File: src/rtl/clk_switch_sequencer.sv
// rtl/clk_switch_sequencer.sv - clock-source switch sequencer (optional AUTO_FAILOVER_EN autonomous failover)
module clk_switch_sequencer #(
  parameter int CNT_W          = 8,
  parameter int SETTLE_CYCLES  = 16,
  parameter int DWELL_CYCLES   = 64,
  parameter int TIMEOUT_CYCLES = 200,
  parameter bit RESET_SEL      = 1'b1
) (
  input  logic       clk,
  input  logic       rst,
  input  logic       req0_valid,
  input  logic       req0_sel,
  output logic       req0_ready,
  input  logic       req1_valid,
  input  logic       req1_sel,
  output logic       req1_ready,
  input  logic       clk1_ok,
  input  logic       clk2_ok,
  output logic       select,
  output logic       busy,
  output logic       done,
  output logic       err,
  output logic       resp_id,
  output logic [1:0] err_code
);

  // Counter compare points; the counter restarts at zero on every state entry.
  localparam logic [CNT_W-1:0] SETTLE_LAST  = CNT_W'(SETTLE_CYCLES - 1);
  localparam logic [CNT_W-1:0] DWELL_LAST   = CNT_W'(DWELL_CYCLES - 1);
  localparam logic [CNT_W-1:0] TIMEOUT_LAST = CNT_W'(TIMEOUT_CYCLES - 1);
  localparam logic [CNT_W-1:0] CNT_ONE      = CNT_W'(1);
  localparam logic [1:0]       ERR_TIMEOUT  = 2'b01;
  localparam logic [1:0]       ERR_FAILOVER = 2'b10;

  typedef enum logic [2:0] {
    S_IDLE,
    S_CHECK,
    S_SWITCH,
    S_SETTLE,
    S_DWELL
  } state_t;

  state_t           state, state_n;
  logic [CNT_W-1:0] cnt, cnt_n;
  logic             select_n;
  logic             target, target_n;
  logic             id, id_n;
  logic             fo_active, fo_active_n;
  logic             done_n, err_n, resp_id_n;
  logic [1:0]       err_code_n;

  logic             failover_hit;
  logic             grant0, grant1;
  logic             acc_sel, acc_id;
  logic             target_ok;

  // Fixed-priority grant, only while idle and not preempted by a failover.
  assign grant0     = rst && (state == S_IDLE) && !failover_hit && req0_valid;
  assign grant1     = rst && (state == S_IDLE) && !failover_hit && !req0_valid && req1_valid;
  assign req0_ready = grant0;
  assign req1_ready = grant1;
  assign acc_sel    = grant0 ? req0_sel : req1_sel;
  assign acc_id     = grant1;
  assign target_ok  = target ? clk1_ok : clk2_ok;
  assign busy       = (state != S_IDLE);

`ifdef AUTO_FAILOVER_EN
  logic [1:0] low_cnt;
  logic       cur_ok, other_ok, watch;

  assign cur_ok       = select ? clk1_ok : clk2_ok;
  assign other_ok     = select ? clk2_ok : clk1_ok;
  assign watch        = (state == S_IDLE) || (state == S_DWELL);
  assign failover_hit = watch && !cur_ok && other_ok && (low_cnt == 2'd3);

  // Count consecutive cycles the selected clock is missing while quiescent.
  always_ff @(posedge clk or negedge rst) begin
    if (!rst) begin
      low_cnt <= 2'd0;
    end else if (!watch || cur_ok) begin
      low_cnt <= 2'd0;
    end else if (low_cnt != 2'd3) begin
      low_cnt <= low_cnt + 2'd1;
    end
  end
`else
  assign failover_hit = 1'b0;
`endif

  // Next-state and registered-output logic for the switch sequence.
  always_comb begin
    state_n     = state;
    cnt_n       = cnt;
    select_n    = select;
    target_n    = target;
    id_n        = id;
    fo_active_n = fo_active;
    done_n      = 1'b0;
    err_n       = 1'b0;
    resp_id_n   = resp_id;
    err_code_n  = 2'b00;
    case (state)
      S_IDLE: begin
        if (failover_hit) begin
          state_n     = S_SWITCH;
          target_n    = ~select;
          fo_active_n = 1'b1;
          cnt_n       = '0;
        end else if (grant0 || grant1) begin
          target_n = acc_sel;
          id_n     = acc_id;
          if (acc_sel == select) begin
            done_n    = 1'b1;
            resp_id_n = acc_id;
          end else begin
            state_n = S_CHECK;
            cnt_n   = '0;
          end
        end
      end
      S_CHECK: begin
        if (target_ok) begin
          state_n = S_SWITCH;
          cnt_n   = '0;
        end else if (cnt == TIMEOUT_LAST) begin
          state_n    = S_IDLE;
          cnt_n      = '0;
          err_n      = 1'b1;
          err_code_n = ERR_TIMEOUT;
          resp_id_n  = id;
        end else begin
          cnt_n = cnt + CNT_ONE;
        end
      end
      S_SWITCH: begin
        select_n = target;
        cnt_n    = '0;
        state_n  = S_SETTLE;
      end
      S_SETTLE: begin
        if (cnt == SETTLE_LAST) begin
          state_n = S_DWELL;
          cnt_n   = '0;
          if (fo_active) begin
            err_n       = 1'b1;
            err_code_n  = ERR_FAILOVER;
            resp_id_n   = 1'b0;
            fo_active_n = 1'b0;
          end else begin
            done_n    = 1'b1;
            resp_id_n = id;
          end
        end else begin
          cnt_n = cnt + CNT_ONE;
        end
      end
      S_DWELL: begin
        if (failover_hit) begin
          state_n     = S_SWITCH;
          target_n    = ~select;
          fo_active_n = 1'b1;
          cnt_n       = '0;
        end else if (cnt == DWELL_LAST) begin
          state_n = S_IDLE;
          cnt_n   = '0;
        end else begin
          cnt_n = cnt + CNT_ONE;
        end
      end
      default: begin
        state_n = S_IDLE;
        cnt_n   = '0;
      end
    endcase
  end

  // State register; reset abandons any in-flight request without a response.
  always_ff @(posedge clk or negedge rst) begin
    if (!rst) begin
      state     <= S_IDLE;
      cnt       <= '0;
      select    <= RESET_SEL;
      target    <= RESET_SEL;
      id        <= 1'b0;
      fo_active <= 1'b0;
      done      <= 1'b0;
      err       <= 1'b0;
      resp_id   <= 1'b0;
      err_code  <= 2'b00;
    end else begin
      state     <= state_n;
      cnt       <= cnt_n;
      select    <= select_n;
      target    <= target_n;
      id        <= id_n;
      fo_active <= fo_active_n;
      done      <= done_n;
      err       <= err_n;
      resp_id   <= resp_id_n;
      err_code  <= err_code_n;
    end
  end

endmodule

File: config.mk
export PLATFORM = sky130hd
export DESIGN_NAME = clk_switch_sequencer
export DESIGN_NICKNAME = d
export VERILOG_FILES = /design/src/rtl/clk_switch_sequencer.sv
export SDC_FILE = /design/constraint.sdc
export NUM_CORES = 1
export LEC_CHECK = 0
export CAP_MARGIN = 15
export CORE_MARGIN = 2
export CORE_UTILIZATION = 25
export CTS_CLUSTER_DIAMETER = 40
export DETAILED_ROUTE_END_ITERATION = 8
export SLEW_MARGIN = 20
export SYNTH_ARGS = -nofsm -noshare
export SYNTH_HDL_FRONTEND = slang
export SYNTH_SLANG_ARGS = --single-unit
export TNS_END_PERCENT = 10
File: constraint.sdc
create_clock -name clk -period 2.6 [get_ports clk]
set_input_delay 0.39 -clock clk [delete_from_list [all_inputs] [get_ports clk]]
set_output_delay 0.39 -clock clk [all_outputs]
set_load 0.01 [all_outputs]
==> metrics.md, run 1 <==
| Metric | Value |
|---|---|
| Post-detail-place hpwl | `1730 µm` |
| Hold/Removal Path Class | `reg -> reg` |
| Synth cell count leaders | `15 x dfrtp_1, 12 x nand2_1, 7 x nor2_1` |
| Largest net degree at the start of global routing | `19` |
| Status | `completed` |
| Final Net Count | `132` |
| Combinational Power Share | `5.9%` |
| VDD IR-drop max | `0.304 mV` |
| Clock power share | `40.7%` |
| CTS Root Cell | `clkbuf_8` |
| Setup Viol. Count Final | `0` |
| Gate Count Post-Synth | `104` |
| Remaining global-route overflow | `0` |
| Max Cap Viol | `0` |
| Async set-reset flop share out of synthesis | `100%` |
| Placed Instances | `168` |
| Slew Limit Fails | `0` |
| Share of cells above drive strength 1 | `17.2%` |
| Worst path slowest cell | `clkdlybuf4s50_1` |
| Die height | `68.8 µm` |
| YS warnings | `0` |
| FP Rows | `23` |
| H-tree Lvls | `1` |
| Total GRT Usage | `11.5%` |
| Vias per cell | `5.12` |
| Total power | `0.495 mW` |
| Yosys reg bits | `17` |
| Routability Congestion | `0.770` |
| Leading area contributor after synthesis | `dfrtp_1` |
| TNS Setup | `0 ns` |
| Io pins | `17` |
| P_int | `0.385 mW` |
| Top-count cell post-synth | `dfrtp_1` |
| WHS Path Cells | `1` |
| Via count | `880` |
| Max Root-Sink Buffers | `2` |
| Avg Cell Area, Syn | `10.1 µm²` |
| Fin cells | `172` |
| Required time of the critical path | `2.21 ns` |
| R2R Setup Slk | `0.53 ns` |
| DRT Wirelength | `2380 µm` |
| Reg2reg end | `resp_id$_DFFE_PN0P_` |
| Actual slew at the worst max-slew pin | `0.508 ns` |
| RSZ-0062 raised after global routing | `false` |
| Antenna diodes | `0` |
| Worst Path Max Fanout | `7` |
| CP Class | `reg -> out` |
| DRC Markers | `0` |
| CTS buffer count | `3` |
| Clk pin slew, worst setup/hold paths | `0.07 ns` |
| FMAX | `409 MHz` |
| Sequential share of power | `53.4%` |
| Initial core utilization | `26.0%` |
| Initial antenna violation count | `0` |
| Number of buffers and inverters on the critical path | `1` |
| Sequential share of the synthesized area | `40.8%` |
| Clk_skew | `0.000804 ns` |
| Hold Vio Cnt, Final | `0` |
| Switching power | `0.110 mW` |
| Synth Net Count | `113` |
| Post-synth EDFFs | `0` |
| Crit path DAT | `2.06 ns` |
| P per Cell Area | `380 nW/µm²` |
| Routed Antenna Nets | `0` |
| Critical-path cell list | `nor3_1 -> and2_1 -> nand2_1 -> nor2_1 -> clkdlybuf4s50_1` |
| Skew-Pair Late Insertion Delay | `0.25 ns` |
| CTS resizes | `0` |
| Synth top area share | `35.8%` |
| # fillers | `425` |
| Die W | `68.8 µm` |
| Delay-heaviest family, CP | `simple AND/OR/NAND/NOR gates` |
| Fin crit share | `94.1%` |
| Tmin final | `2.45 ns` |
| Synth Cell Area | `1050 µm²` |
| # port buffers | `15` |
| Switching Fraction | `22.2%` |
| Vias in the first global route | `865` |
| Synth Flop Type | `dfrtp_1` |
| Ranking of synthesized cells by area | `dfrtp_1 36%, dfstp_2 5.0%, nand2_1 4.3%, a22o_1 3.3%, o41ai_4 2.6%` |
| CP endpoint kind | `output port` |
| Drt first pass iters | `4` |
| RR Startpoint | `cnt[0]$_DFFE_PN0P_` |
| First-pass GRT wire length | `4060 µm` |
| Hold Crit Start | `resp_id$_DFFE_PN0P_` |
| 1st-iter DRT viols | `27` |
| Leak | `0.495 nW` |
| Slowest stage delay, CP | `0.54 ns` |
| Post-CTS Setup Bufs | `0` |
| Die footprint | `4730 µm²` |
| Clk sinks | `17` |
| CTS tree | `built` |
| CP startpoint kind | `register` |
| Max_slew headroom | `66.1%` |
| # hold bufs at CTS | `0` |
| R2r worst-path depth | `6` |
| Hold Path Sink | `resp_id$_DFFE_PN0P_` |
| Drt wl/cell | `13.8 µm` |
| Synth unique cells | `46` |
| Layout Area Growth over Synthesis | `24.3%` |
| CORE AREA | `4030 µm²` |
-- power by group through the flow --
stage / sequential, mW / combinational (mW) / clock (mW)
finish: 0.265 / 0.0293 / 0.201
global route: 0.264 / 0.0322 / 0.223
CTS: 0.264 / 0.0295 / 0.212
detailed placement: 0.269 / 0.0291 / 0
global placement: 0.269 / 0.0281 / 0
floorplan: 0.270 / 0.00767 / 0
-- cell type report --
class	count	area, µm²	share of cell area (%)
Multi-Input combinational cell	81	591	45.3
Tap cell	50	62.6	4.80
Timing Repair Buffer	17	165	12.7
Inverter	3	11.3	0.864
Clock buffer	3	41.3	3.17
Clock inverter	1	5.00	0.384
Sequential cell	17	428	32.8
-- cells in the final DEF (no fill, tap or decap), types with 3 or more instances in the layout --
cell type | netlist | layout
a31oi_1 | 3 | 3
nand2_1 | 12 | 12
o21ai_0 | 4 | 4
nor2b_1 | 3 | 3
xnor2_1 | 3 | 3
inv_1 | 3 | 3
nand3_1 | 4 | 4
nor2_1 | 7 | 7
dfrtp_1 | 15 | 15
clkbuf_8 | 0 | 3
a22o_1 | 4 | 4
clkdlybuf4s50_1 | 0 | 15
-- state kept, by name, summed over array words and instances (netlist names) --
name and flops:
select 1, cnt 8, done 1, state 3, err_code 1, target 1
resp_id 1, id 1
-- worst max-delay path by stage --
stage                    startpoint                  end  slack (ns)  depth (start not counted)
2_1_floorplan    cnt[0]$_DFFE_PN0P_  resp_id$_DFFE_PN0P_        0.78                          6
3_3_place_gp             req0_valid           req0_ready        0.43                          4
3_5_place_dp             req0_valid           req0_ready        0.35                          4
4_1_cts        state[1]$_DFFE_PN0P_           req1_ready        0.17                          5
5_1_grt        state[1]$_DFFE_PN0P_           req0_ready        0.04                          4
6_report       state[1]$_DFFE_PN0P_           req1_ready        0.15                          5
-- per-layer routing --
| metal | wire length, µm | GRT usage (%) |
|---|---|---|
| met3 | 139 | 3.57 |
| met4 | 12 | 2.21 |
| met2 | 1070 | 18.1 |
| met1 | 1160 | 15.7 |
| met5 | 0 | 0 |
-- logic make-up after synthesis --
kind of cell | share of synthesized area (%)
multiplexers | 5.49
AO/OA/AOI/OAI | 22.8
adder cells (fa/ha/maj) | 1.19
XOR/XNOR | 4.18
buffers and inverters | 2.86
other | 0.358
AND/OR/NAND/NOR | 22.3
flip-flops | 40.8
-- through the flow --
stage               hold slack [ns]  setup WS, ns  utilization, %  cell area [µm²]
CTS                           0.519         0.166            32.4             1300
detailed placement            0.515         0.353            31.2             1260
global placement              0.510         0.427            31.2             1260
floorplan                    0.0944         0.781               -             1050
global route                  0.544        0.0355            32.4             1300
finish                        0.520         0.154            32.4             1300
-- worst reg2reg max path, stage by stage (launching register included) --
cell and delay [ns]:
dfrtp_1 0.40, ha_1 0.26, nor3b_2 0.27, nor4b_4 0.38
a21bo_2 0.22, o211ai_1 0.12, mux2_4 0.31
Note: power is estimated with default switching activity, not from simulation.
==> inputs of run 2 (changes only) <==
Settings changed: CAP_MARGIN 15 to 25, REMOVE_ABC_BUFFERS set to 1.
==> run 2 against run 1 <==
Clock skew up 0.0051 ns; wire length is 1.3% lower; die area unchanged; sequential share of layout area down 0.19 points; clock-buffer cell count unchanged; non-clock buffer count rose by 1; cell area up 0.58%; critical path depth unchanged; worst hold slack worse by 0.016 ns; flip-flop and latch count stayed put.
==> metrics.md, run 2 (synthesis results as in run 1) <==
| Metric | Value |
|---|---|
| CTS resizes | `0` |
| Vias per cell | `4.95` |
| P per Cell Area | `379 nW/µm²` |
| Skew-Pair Late Insertion Delay | `0.26 ns` |
| Most flop-heavy register | `cnt` |
| Status | `completed` |
| Final Net Count | `133` |
| Most frequent cells in the layout | `15 x dfrtp_1, 15 x clkdlybuf4s50_1, 12 x nand2_1` |
| Max reg flops | `8` |
| Fin crit share | `90.0%` |
| Routed Antenna Nets | `0` |
| Drt wl/cell | `13.6 µm` |
| Hold Vio Cnt, Final | `0` |
| Drt first pass iters | `4` |
| # port buffers | `15` |
| DRT Wirelength | `2350 µm` |
| RSZ-0062 raised after global routing | `false` |
| Clk sinks | `17` |
| Max Root-Sink Buffers | `2` |
| CP Launch Point | `state[1]$_DFFE_PN0P_` |
| CP endpoint kind | `output port` |
| CP Class | `reg -> out` |
| Hold slack | `0.505 ns` |
| Remaining global-route overflow | `0` |
| # fillers | `426` |
| Hold Crit Start | `id$_DFFE_PN0P_` |
| FMAX | `427 MHz` |
| Setup Viol. Count Final | `0` |
| Dpl ws | `0.346 ns` |
| CTS Root Cell | `clkbuf_8` |
| Biggest regs | `cnt x8, state x3` |
| Post-CTS Setup Bufs | `0` |
| Worst Path Max Fanout | `7` |
| Io pins | `17` |
| Via count | `857` |
| DRC Markers | `0` |
| Antenna diodes | `0` |
| Max Cap Viol | `0` |
| Routability Congestion | `0.801` |
| Sequential share of power | `53.3%` |
| Slew Limit Fails | `0` |
| Die height | `68.8 µm` |
| Fin util | `32.5%` |
| Leak | `0.499 nW` |
| Initial antenna violation count | `0` |
| FP Rows | `23` |
| Die W | `68.8 µm` |
| CTS tree | `built` |
| CP startpoint kind | `register` |
| Vias in the first global route | `839` |
| CTS buffer count | `3` |
| RR Startpoint | `cnt[1]$_DFFE_PN0P_` |
| Clk pin slew, worst setup/hold paths | `0.07 ns` |
| CORE AREA | `4030 µm²` |
| H-tree Lvls | `1` |
| VDD IR-drop max | `0.226 mV` |
| Largest net degree at the start of global routing | `14` |
| # hold bufs at CTS | `0` |
| Combinational Power Share | `6.2%` |
| TNS Setup | `0 ns` |
| Post-detail-place hpwl | `1750 µm` |
| Total GRT Usage | `11.6%` |
| Required time of the critical path | `2.21 ns` |
| Initial core utilization | `26.0%` |
| Final WS setup | `0.259 ns` |
| Switching Fraction | `22.2%` |
| P_int | `0.386 mW` |
| Die footprint | `4730 µm²` |
| Clk_skew | `0.00592 ns` |
| Switching power | `0.110 mW` |
| Clock power share | `40.5%` |
| 1st-iter DRT viols | `63` |
| Hold/Removal Path Class | `reg -> reg` |
| First-pass GRT wire length | `4030 µm` |
| Share of cells above drive strength 1 | `17.9%` |
| Crit path DAT | `1.95 ns` |
| Tmin final | `2.34 ns` |
| Layout Area Growth over Synthesis | `25.1%` |
run 2: layout make-up:
type                            count  area (µm²)  share of cell area (%)
Multi-Input combinational cell     81         591                    45.0
Clock inverter                      1        5.00                   0.382
Timing Repair Buffer               18         173                    13.2
Tap cell                           50        62.6                    4.77
Sequential cell                    17         428                    32.6
Clock buffer                        3        41.3                    3.15
Inverter                            3        11.3                   0.859
run 2: per-stage QoR:
| step | instance area, µm² | power [mW] | instances |
|---|---|---|---|
| final | 1310 | 0.496 | 173 |
| after global placement | 1260 | 0.300 | 169 |
| after detailed placement | 1260 | 0.300 | 169 |
| after CTS | 1310 | 0.510 | 173 |
| after floorplan | 1030 | 0.276 | 101 |
| after global routing | 1310 | 0.521 | 173 |
run 2: worst max-delay path, stage by stage, from the launching register on:
cell	delay (ns)
dfrtp_1	0.45
nor3_1	0.30
and2_1	0.23
nand2_1	0.08
nor2_1	0.09
clkdlybuf4s50_1	0.54
run 2: path summary, 6_finish.rpt:
| kind | endpoint | slack, ns | cells after the start |
|---|---|---|---|
| setup / recovery | req1_ready | 0.26 | 5 |
| hold / removal | id$_DFFE_PN0P_ | 0.50 | 2 |
| setup reg to reg | cnt[5]$_DFFE_PN0P_ | 0.56 | 6 |
| hold reg to reg | id$_DFFE_PN0P_ | 0.50 | 2 |
| max in group asynchronous | select$_DFFE_PN1P_ | 1.78 | 2 |
| min in group asynchronous | id$_DFFE_PN0P_ | 0.54 | 2 |
run 2: power groups by stage:
stage          sequential (mW)  clock, mW  combinational [mW]
2_1_floorplan            0.270          0             0.00656
3_3_place_gp             0.269          0              0.0301
3_5_place_dp             0.269          0              0.0308
4_1_cts                  0.264      0.215              0.0310
5_1_grt                  0.264      0.223              0.0336
6_report                 0.265      0.201              0.0308
run 2: metal layers:
metal | share of wire [%] | global-route usage (%) | vias to the layer above
met5 | 0 | 0 | -
met4 | 1.3 | 3.92 | 0
met3 | 4.1 | 3.41 | 5
met2 | 48 | 19.5 | 14
met1 | 46 | 14.1 | 418
li1 | - | - | 420
==> inputs of run 3 (changes only) <==
Settings changed: TNS_END_PERCENT 10 to 30.
==> results of run 3 <==
The final DEF is identical to that of run 2; final timing and power are the same.
